[src/rtl/lcd_spi_pkg.sv]
// Shared opcodes, decoder state encoding and panel defaults for the LCD SPI receiver.
package lcd_spi_pkg;

    localparam int unsigned COORD_W   = 9;
    localparam int unsigned LCD_W_DEF = 240;
    localparam int unsigned LCD_H_DEF = 320;

    localparam logic [7:0] OP_CASET = 8'h2A;
    localparam logic [7:0] OP_RASET = 8'h2B;
    localparam logic [7:0] OP_RAMWR = 8'h2C;

    typedef enum logic [2:0] {
        ST_CMD,
        ST_CASET,
        ST_RASET,
        ST_RAMWR_HI,
        ST_RAMWR_LO,
        ST_SKIP
    } state_e;

    // End coordinates past the panel edge saturate to the last valid pixel.
    function automatic logic [COORD_W-1:0] clamp_end(input logic [15:0] v, input int unsigned lim);
        if (v >= 16'(lim)) begin
            return COORD_W'(lim - 1);
        end
        return v[COORD_W-1:0];
    endfunction

endpackage

[src/rtl/lcd_spi_deser.sv]
// Synchronizes the async SPI pins into the system clock domain and assembles MSB-first bytes.
module lcd_spi_deser #(
    parameter int unsigned SYNC_STAGES = 2
) (
    input  logic       clk,
    input  logic       rst,
    input  logic       sclk,
    input  logic       mosi,
    input  logic       cs,
    input  logic       dc,
    output logic       byte_valid,
    output logic [7:0] byte_data,
    output logic       byte_dc,
    output logic       abort
);

    // Bit lanes of each synchronizer stage: {dc, cs, mosi, sclk}; idle is cs high, sclk low.
    localparam logic [3:0] SYNC_IDLE = 4'b0100;

    logic [3:0] sync_q [SYNC_STAGES];
    logic [3:0] sync_d [SYNC_STAGES];
    logic [3:0] pins_s;
    logic       sclk_prev_q, sclk_prev_d;
    logic       cs_prev_q, cs_prev_d;
    logic [6:0] shift_q, shift_d;
    logic [2:0] cnt_q, cnt_d;
    logic       byte_valid_q, byte_valid_d;
    logic [7:0] byte_data_q, byte_data_d;
    logic       byte_dc_q, byte_dc_d;
    logic       abort_q, abort_d;
    logic       sclk_rise, cs_rise;

    always_comb begin
        sync_d[0] = {dc, cs, mosi, sclk};
        for (int i = 1; i < int'(SYNC_STAGES); i++) begin
            sync_d[i] = sync_q[i-1];
        end
        pins_s       = sync_q[SYNC_STAGES-1];
        sclk_rise    = pins_s[0] & ~sclk_prev_q;
        cs_rise      = pins_s[2] & ~cs_prev_q;
        sclk_prev_d  = pins_s[0];
        cs_prev_d    = pins_s[2];
        shift_d      = shift_q;
        cnt_d        = cnt_q;
        byte_valid_d = 1'b0;
        byte_data_d  = byte_data_q;
        byte_dc_d    = byte_dc_q;
        abort_d      = 1'b0;
        if (cs_rise) begin
            abort_d = (cnt_q != 3'd0);
            cnt_d   = 3'd0;
        end else if (!pins_s[2] && sclk_rise) begin
            shift_d = {shift_q[5:0], pins_s[1]};
            cnt_d   = cnt_q + 3'd1;
            if (cnt_q == 3'd7) begin
                byte_valid_d = 1'b1;
                byte_data_d  = {shift_q, pins_s[1]};
                byte_dc_d    = pins_s[3];
            end
        end
    end

    always_ff @(posedge clk) begin
        if (rst) begin
            for (int i = 0; i < int'(SYNC_STAGES); i++) begin
                sync_q[i] <= SYNC_IDLE;
            end
            sclk_prev_q  <= 1'b0;
            cs_prev_q    <= 1'b1;
            shift_q      <= '0;
            cnt_q        <= '0;
            byte_valid_q <= 1'b0;
            byte_data_q  <= '0;
            byte_dc_q    <= 1'b0;
            abort_q      <= 1'b0;
        end else begin
            for (int i = 0; i < int'(SYNC_STAGES); i++) begin
                sync_q[i] <= sync_d[i];
            end
            sclk_prev_q  <= sclk_prev_d;
            cs_prev_q    <= cs_prev_d;
            shift_q      <= shift_d;
            cnt_q        <= cnt_d;
            byte_valid_q <= byte_valid_d;
            byte_data_q  <= byte_data_d;
            byte_dc_q    <= byte_dc_d;
            abort_q      <= abort_d;
        end
    end

    assign byte_valid = byte_valid_q;
    assign byte_data  = byte_data_q;
    assign byte_dc    = byte_dc_q;
    assign abort      = abort_q;

endmodule

[src/rtl/lcd_spi_rx.sv]
// LCD SPI receiver: decodes CASET/RASET/RAMWR into windowed pixel writes.
// Define LCD_SPI_RX_CHECKSUM_EN to enable the per-frame pixel checksum on frame_sum.
module lcd_spi_rx
    import lcd_spi_pkg::*;
#(
    parameter int unsigned SYNC_STAGES = 2,
    parameter int unsigned LCD_W       = LCD_W_DEF,
    parameter int unsigned LCD_H       = LCD_H_DEF
) (
    input  logic        sys_clk_50MHz,
    input  logic        sys_rst,
    input  logic        spi_sclk,
    input  logic        spi_mosi,
    input  logic        spi_cs,
    input  logic        spi_dc,
    output logic        cmd_valid,
    output logic [7:0]  cmd_byte,
    output logic        pix_valid,
    output logic [8:0]  pix_x,
    output logic [8:0]  pix_y,
    output logic [15:0] pix_rgb,
    output logic        frame_done,
    output logic        rx_err,
    output logic [15:0] frame_sum
);

    logic               byte_valid;
    logic [7:0]         byte_data;
    logic               byte_dc;
    logic               abort;

    state_e             state_q, state_d;
    logic [1:0]         idx_q, idx_d;
    logic [COORD_W-1:0] start_q, start_d;
    logic [7:0]         endh_q, endh_d;
    logic [COORD_W-1:0] xs_q, xs_d, xe_q, xe_d, ys_q, ys_d, ye_q, ye_d;
    logic [COORD_W-1:0] x_q, x_d, y_q, y_d;
    logic [7:0]         hi_q, hi_d;
    logic               cmd_valid_q, cmd_valid_d;
    logic [7:0]         cmd_byte_q, cmd_byte_d;
    logic               pix_valid_q, pix_valid_d;
    logic [COORD_W-1:0] pix_x_q, pix_x_d, pix_y_q, pix_y_d;
    logic [15:0]        pix_rgb_q, pix_rgb_d;
    logic               frame_done_q, frame_done_d;
    logic               rx_err_q, rx_err_d;
    logic [COORD_W-1:0] end_c, start_c;

    lcd_spi_deser #(.SYNC_STAGES(SYNC_STAGES)) u_deser (
        .clk        (sys_clk_50MHz),
        .rst        (sys_rst),
        .sclk       (spi_sclk),
        .mosi       (spi_mosi),
        .cs         (spi_cs),
        .dc         (spi_dc),
        .byte_valid (byte_valid),
        .byte_data  (byte_data),
        .byte_dc    (byte_dc),
        .abort      (abort)
    );

    // Command/parameter decoder; commands preempt any state, data bytes follow the state.
    always_comb begin
        state_d      = state_q;
        idx_d        = idx_q;
        start_d      = start_q;
        endh_d       = endh_q;
        xs_d         = xs_q;
        xe_d         = xe_q;
        ys_d         = ys_q;
        ye_d         = ye_q;
        x_d          = x_q;
        y_d          = y_q;
        hi_d         = hi_q;
        cmd_valid_d  = 1'b0;
        cmd_byte_d   = cmd_byte_q;
        pix_valid_d  = 1'b0;
        pix_x_d      = pix_x_q;
        pix_y_d      = pix_y_q;
        pix_rgb_d    = pix_rgb_q;
        frame_done_d = 1'b0;
        rx_err_d     = abort;
        end_c        = '0;
        start_c      = '0;
        if (byte_valid && !byte_dc) begin
            cmd_valid_d = 1'b1;
            cmd_byte_d  = byte_data;
            idx_d       = 2'd0;
            case (byte_data)
                OP_CASET: state_d = ST_CASET;
                OP_RASET: state_d = ST_RASET;
                OP_RAMWR: begin
                    state_d = ST_RAMWR_HI;
                    x_d     = xs_q;
                    y_d     = ys_q;
                end
                default:  state_d = ST_SKIP;
            endcase
        end else if (byte_valid) begin
            case (state_q)
                ST_CASET, ST_RASET: begin
                    idx_d = idx_q + 2'd1;
                    case (idx_q)
                        2'd0:    start_d[COORD_W-1] = byte_data[0];
                        2'd1:    start_d[7:0] = byte_data;
                        2'd2:    endh_d = byte_data;
                        default: begin
                            end_c   = clamp_end({endh_q, byte_data},
                                                (state_q == ST_CASET) ? LCD_W : LCD_H);
                            start_c = (start_q > end_c) ? end_c : start_q;
                            if (state_q == ST_CASET) begin
                                xs_d = start_c;
                                xe_d = end_c;
                            end else begin
                                ys_d = start_c;
                                ye_d = end_c;
                            end
                            state_d = ST_CMD;
                        end
                    endcase
                end
                ST_RAMWR_HI: begin
                    hi_d    = byte_data;
                    state_d = ST_RAMWR_LO;
                end
                ST_RAMWR_LO: begin
                    pix_valid_d = 1'b1;
                    pix_x_d     = x_q;
                    pix_y_d     = y_q;
                    pix_rgb_d   = {hi_q, byte_data};
                    state_d     = ST_RAMWR_HI;
                    if (x_q == xe_q) begin
                        x_d = xs_q;
                        if (y_q == ye_q) begin
                            y_d          = ys_q;
                            frame_done_d = 1'b1;
                        end else begin
                            y_d = y_q + COORD_W'(1);
                        end
                    end else begin
                        x_d = x_q + COORD_W'(1);
                    end
                end
                default: ;
            endcase
        end
    end

    always_ff @(posedge sys_clk_50MHz) begin
        if (sys_rst) begin
            state_q      <= ST_CMD;
            idx_q        <= '0;
            start_q      <= '0;
            endh_q       <= '0;
            xs_q         <= '0;
            xe_q         <= COORD_W'(LCD_W - 1);
            ys_q         <= '0;
            ye_q         <= COORD_W'(LCD_H - 1);
            x_q          <= '0;
            y_q          <= '0;
            hi_q         <= '0;
            cmd_valid_q  <= 1'b0;
            cmd_byte_q   <= '0;
            pix_valid_q  <= 1'b0;
            pix_x_q      <= '0;
            pix_y_q      <= '0;
            pix_rgb_q    <= '0;
            frame_done_q <= 1'b0;
            rx_err_q     <= 1'b0;
        end else begin
            state_q      <= state_d;
            idx_q        <= idx_d;
            start_q      <= start_d;
            endh_q       <= endh_d;
            xs_q         <= xs_d;
            xe_q         <= xe_d;
            ys_q         <= ys_d;
            ye_q         <= ye_d;
            x_q          <= x_d;
            y_q          <= y_d;
            hi_q         <= hi_d;
            cmd_valid_q  <= cmd_valid_d;
            cmd_byte_q   <= cmd_byte_d;
            pix_valid_q  <= pix_valid_d;
            pix_x_q      <= pix_x_d;
            pix_y_q      <= pix_y_d;
            pix_rgb_q    <= pix_rgb_d;
            frame_done_q <= frame_done_d;
            rx_err_q     <= rx_err_d;
        end
    end

`ifdef LCD_SPI_RX_CHECKSUM_EN
    logic [15:0] acc_q, acc_d;
    logic [15:0] frame_sum_q, frame_sum_d;

    // Running sum restarts on each RAMWR and after the last pixel of a window.
    always_comb begin
        acc_d       = acc_q;
        frame_sum_d = frame_sum_q;
        if (pix_valid_d && frame_done_d) begin
            frame_sum_d = acc_q + pix_rgb_d;
            acc_d       = '0;
        end else if (pix_valid_d) begin
            acc_d = acc_q + pix_rgb_d;
        end else if (cmd_valid_d && cmd_byte_d == OP_RAMWR) begin
            acc_d = '0;
        end
    end

    always_ff @(posedge sys_clk_50MHz) begin
        if (sys_rst) begin
            acc_q       <= '0;
            frame_sum_q <= '0;
        end else begin
            acc_q       <= acc_d;
            frame_sum_q <= frame_sum_d;
        end
    end

    assign frame_sum = frame_sum_q;
`else
    assign frame_sum = '0;
`endif

    assign cmd_valid  = cmd_valid_q;
    assign cmd_byte   = cmd_byte_q;
    assign pix_valid  = pix_valid_q;
    assign pix_x      = pix_x_q;
    assign pix_y      = pix_y_q;
    assign pix_rgb    = pix_rgb_q;
    assign frame_done = frame_done_q;
    assign rx_err     = rx_err_q;

endmodule

[config.mk]
export PLATFORM = sky130hd
export DESIGN_NAME = lcd_spi_rx
export DESIGN_NICKNAME = d
export VERILOG_FILES = /design/src/rtl/lcd_spi_pkg.sv /design/src/rtl/lcd_spi_deser.sv /design/src/rtl/lcd_spi_rx.sv
export SDC_FILE = /design/constraint.sdc
export NUM_CORES = 1
export LEC_CHECK = 0
export BUFFER_PORTS_ARGS = -buffer_cell sky130_fd_sc_hd__buf_2
export CORE_ASPECT_RATIO = 1.5
export CORE_MARGIN = 5
export CORE_UTILIZATION = 35
export CTS_CLUSTER_DIAMETER = 50
export DETAILED_ROUTE_END_ITERATION = 16
export SLEW_MARGIN = 15
export SYNTH_ARGS = -nofsm -noshare
export SYNTH_HDL_FRONTEND = slang
export SYNTH_SLANG_ARGS = --single-unit
[constraint.sdc]
create_clock -name sys_clk_50MHz -period 5.9 [get_ports sys_clk_50MHz]
set_input_delay 0.59 -clock sys_clk_50MHz [delete_from_list [all_inputs] [get_ports sys_clk_50MHz]]
set_output_delay 0.59 -clock sys_clk_50MHz [all_outputs]
set_load 0.01 [all_outputs]
==> impl_metrics.env <==
export IMPL_status="completed"
export IMPL_globalRoute_totalOverflow=0
export IMPL_die_area_um2=23800
export IMPL_die_h_um=186
export IMPL_synth_top_cells_by_area="sky130_fd_sc_hd__dfxtp_1 44%, sky130_fd_sc_hd__nand2_1 8.8%, sky130_fd_sc_hd__a21oi_1 5.1%"
export IMPL_top_level_ports=68
export IMPL_critical_path_top_cell_by_count="sky130_fd_sc_hd__nand2_1"
export IMPL_crit_buf_inv=1
export IMPL_grt_pass1_vias=5640
export IMPL_setup_viol_count_final=0
export IMPL_path_delay_family="simple AND/OR/NAND/NOR gates"
export IMPL_routed_via_density=5.18
export IMPL_power_share_combinational_pct=1.5
export IMPL_finalNetCount=892
export IMPL_ctsRootBufferMaster="sky130_fd_sc_hd__clkbuf_16"
export IMPL_synth_cell_type_count=71
export IMPL_clock_power_share_pct=50.9
export IMPL_ys_dominant_reg_cell="sky130_fd_sc_hd__dfxtp_1"
export IMPL_routed_wire_length_per_instance_um=15.6
export IMPL_core_area_um2=20400
export IMPL_final_area_um2=8210
export IMPL_synth_enable_flop_cells=0
export IMPL_setup_repair_after_global_routing_missed_its_margin="false"
export IMPL_cp_max_fo=25
export IMPL_headroom_to_the_max_slew_limit_pct=21.6
export IMPL_rows=64
export IMPL_n_antenna_cell=0
export IMPL_synth_top_area_cell="sky130_fd_sc_hd__dfxtp_1"
export IMPL_worst_path_max_stage_delay_ns=0.76
export IMPL_cp_cell_sequence="or3b_1 > inv_1 > ha_1 > nand2_1 > o211ai_4 > a32o_2 > or2_2 > ha_1 > nand2_1 > nor4_1 > o22a_1 > nand2_1 > a311oi_2"
export IMPL_post_cts_setup_buffer_count=0
export IMPL_report_final_hold_viol_count=0
export IMPL_floorplan_die_width_um=128
export IMPL_detailed_routing_iteration_count_for_the_pre_antenna_repair_pass=5
export IMPL_area_delta_synth_final_pct=13.0
export IMPL_intPower_w=0.00183
export IMPL_cts_inserted_buffers=17
export IMPL_number_of_synthesized_register_bits=161
export IMPL_tritoncts="done"
export IMPL_slowest_stage="sky130_fd_sc_hd__o22a_1"
export IMPL_critPathRequiredTime_ns=6.23
export IMPL_cts_hold_buffers_added=0
export IMPL_clock_skew_final_ns=0.00719
export IMPL_tightestPinTransition_ns=1.17
export IMPL_iteration_0_drc_markers=356
export IMPL_post_synth_instance_area_um2=7270
export IMPL_ctsResizeCount=0
export IMPL_vdd_ir_drop_worst_v=0.000171
export IMPL_cts_num_sinks=161
export IMPL_setup_worst_path_class="flip-flop to flip-flop"
export IMPL_clockBufferDepth=2
export IMPL_initial_utilization_pct=35.6
export IMPL_instance_area_at_placement_um2=7580
export IMPL_critPathLaunchType="flip-flop"
export IMPL_number_of_pins_exceeding_their_max_slew_limit_in_the_final_report=0
export IMPL_period_needed_ns=4.36
export IMPL_post_route_drc_count=0
export IMPL_number_of_inserted_filler_cells_in_the_final_layout=2101
export IMPL_timing_hold_worst_class="primary input to flip-flop"
export IMPL_drv_max_cap_violation_count=0
export IMPL_power_switching_w=0.000464
export IMPL_static_leakage_power_nw=3.23
export IMPL_grt_usage_pct=15.2
export IMPL_critical_path_endpoint_type="flip-flop"
export IMPL_path_clk_slew_ns=0.06
export IMPL_mean_cell_area_of_the_mapped_netlist_um2=8.56
export IMPL_yosys_top_cell_area_share_pct=44.3
export IMPL_place_gp_congestion=0.837
export IMPL_numPortBuffers=51
export IMPL_power_density_nw_per_um2=280
export IMPL_htreeDepth=4
export IMPL_post_dp_hpwl_mm=12.2
export IMPL_final_layout_size_suffix_gt1_share_pct=13.1
export IMPL_layout_commonest_cell="sky130_fd_sc_hd__nand2_1"
export IMPL_setup_tns_ns=0
export IMPL_final_cell_mix="170 x sky130_fd_sc_hd__nand2_1, 161 x sky130_fd_sc_hd__dfxtp_1, 74 x sky130_fd_sc_hd__a21oi_1, 58 x sky130_fd_sc_hd__nor2_1, 50 x sky130_fd_sc_hd__buf_2"
export IMPL_grt_first_pass_wirelength_mm=29.4
export IMPL_routed_wire_length_mm=17.7
export IMPL_route_vias_total=5900
export IMPL_ys_warnings_count=0
export IMPL_clock_insertion_delay_at_the_later_pin_of_the_skew_report_ns=0.43
export IMPL_antenna_violations_before_repair=0
export IMPL_netlist_instances=849
export IMPL_synth_seq_area_share_pct=44.3
export IMPL_async_reset_ff_share_pct=0
export IMPL_grt_start_max_net_pins=81
export IMPL_regArea_um2=3220
export IMPL_period_share_pct=73.9
export IMPL_clock_fmax_mhz=229
export IMPL_p_seq_share_pct=47.6
export IMPL_multi_input_gate_area_um2=3660
export IMPL_cp_arrival_ns=4.70
export IMPL_switching_share_pct=20.2
export IMPL_drtAntennaViolNets=0
## routing by layer
layer / vias up / wire length [um] / GRT usage (%)
met5: - / 0 / 0
met4: 0 / 357 / 5.19
met3: 25 / 673 / 3.43
met2: 123 / 9200 / 27.1
met1: 2779 / 7500 / 17.9
li1: 2973 / - / -
## flip-flops by register name (all words and copies together), names as in the netlist, 2 cells and up
register and cells:
u_deser.shift_q 7, xe_q 9, x_q 9, endh_q 8, ys_q 9, u_deser.byte_data 8
pix_x 9, y_q 9, u_deser.sync_q 8, pix_y 9, u_deser.cnt_q 3, idx_q 2
pix_rgb 16, cmd_byte 8, start_q 9, ye_q 9, state_q 3, xs_q 9
hi_q 8
## path summary, 6_finish.rpt
check                               to  cells past startpoint  slack [ns]                 start
setup / recovery               ys_q[4]                     13        1.54            state_q[0]
hold reg to reg   u_deser.sync_q[0][6]                      1        0.41  u_deser.sync_q[0][2]
setup reg to reg               ys_q[4]                     13        1.54            state_q[0]
hold / removal    u_deser.sync_q[0][2]                      2        0.36                spi_cs
## synthesized netlist by cell type, drive strengths merged, types with 10 or more instances
| master | number |
|---|---|
| nand2 | 171 |
| dfxtp | 161 |
| a21oi | 75 |
| nor2 | 59 |
| clkbuf | 42 |
| mux2i | 37 |
| buf | 36 |
| nand3 | 25 |
| ha | 22 |
| xor2 | 18 |
| nor2b | 16 |
| o211ai | 16 |
| inv | 13 |
| nand4 | 13 |
| o21ai | 13 |
| a211oi | 10 |
## per-stage QoR
stage	instances	power (W)	hold slack (ns)	util (%)	setup slack, ns
global placement	1109	0.00115	0.395	37.1	1.70
detailed placement	1109	0.00115	0.395	37.1	1.57
floorplan	864	0.00115	0.389	-	2.05
finish	1140	0.00230	0.361	40.2	1.54
CTS	1140	0.00232	0.349	40.2	1.56
global route	1140	0.00238	0.370	40.2	1.11
## power by group through the flow
stage / Clock (W) / Sequential (W) / Combinational [W]
floorplan: 0 / 0.00112 / 0.0000342
global route: 0.00124 / 0.00109 / 0.0000382
CTS: 0.00120 / 0.00109 / 0.0000342
finish: 0.00117 / 0.00109 / 0.0000342
detailed placement: 0 / 0.00112 / 0.0000342
global placement: 0 / 0.00112 / 0.0000341
## kinds of logic after synthesis
| group | Yosys count | share of synthesized area [%] |
|---|---|---|
| compound gates | 175 | 16.2 |
| xor+xnor | 21 | 2.53 |
| fa+ha+maj | 22 | 3.79 |
| buf+inv | 91 | 6.09 |
| flops | 161 | 44.3 |
| mux | 38 | 5.25 |
| other cells | 1 | 0.0516 |
| simple gates | 340 | 21.7 |
## area by class of cell
type	instances	area share [%]
Multi-Input combinational cell	612	44.6
Sequential cell	161	39.2
Clock buffer	21	5.73
Tap cell	264	4.02
Timing Repair Buffer	59	3.87
Clock inverter	10	1.92
Inverter	13	0.594
Power figures use the tool's default switching activity.
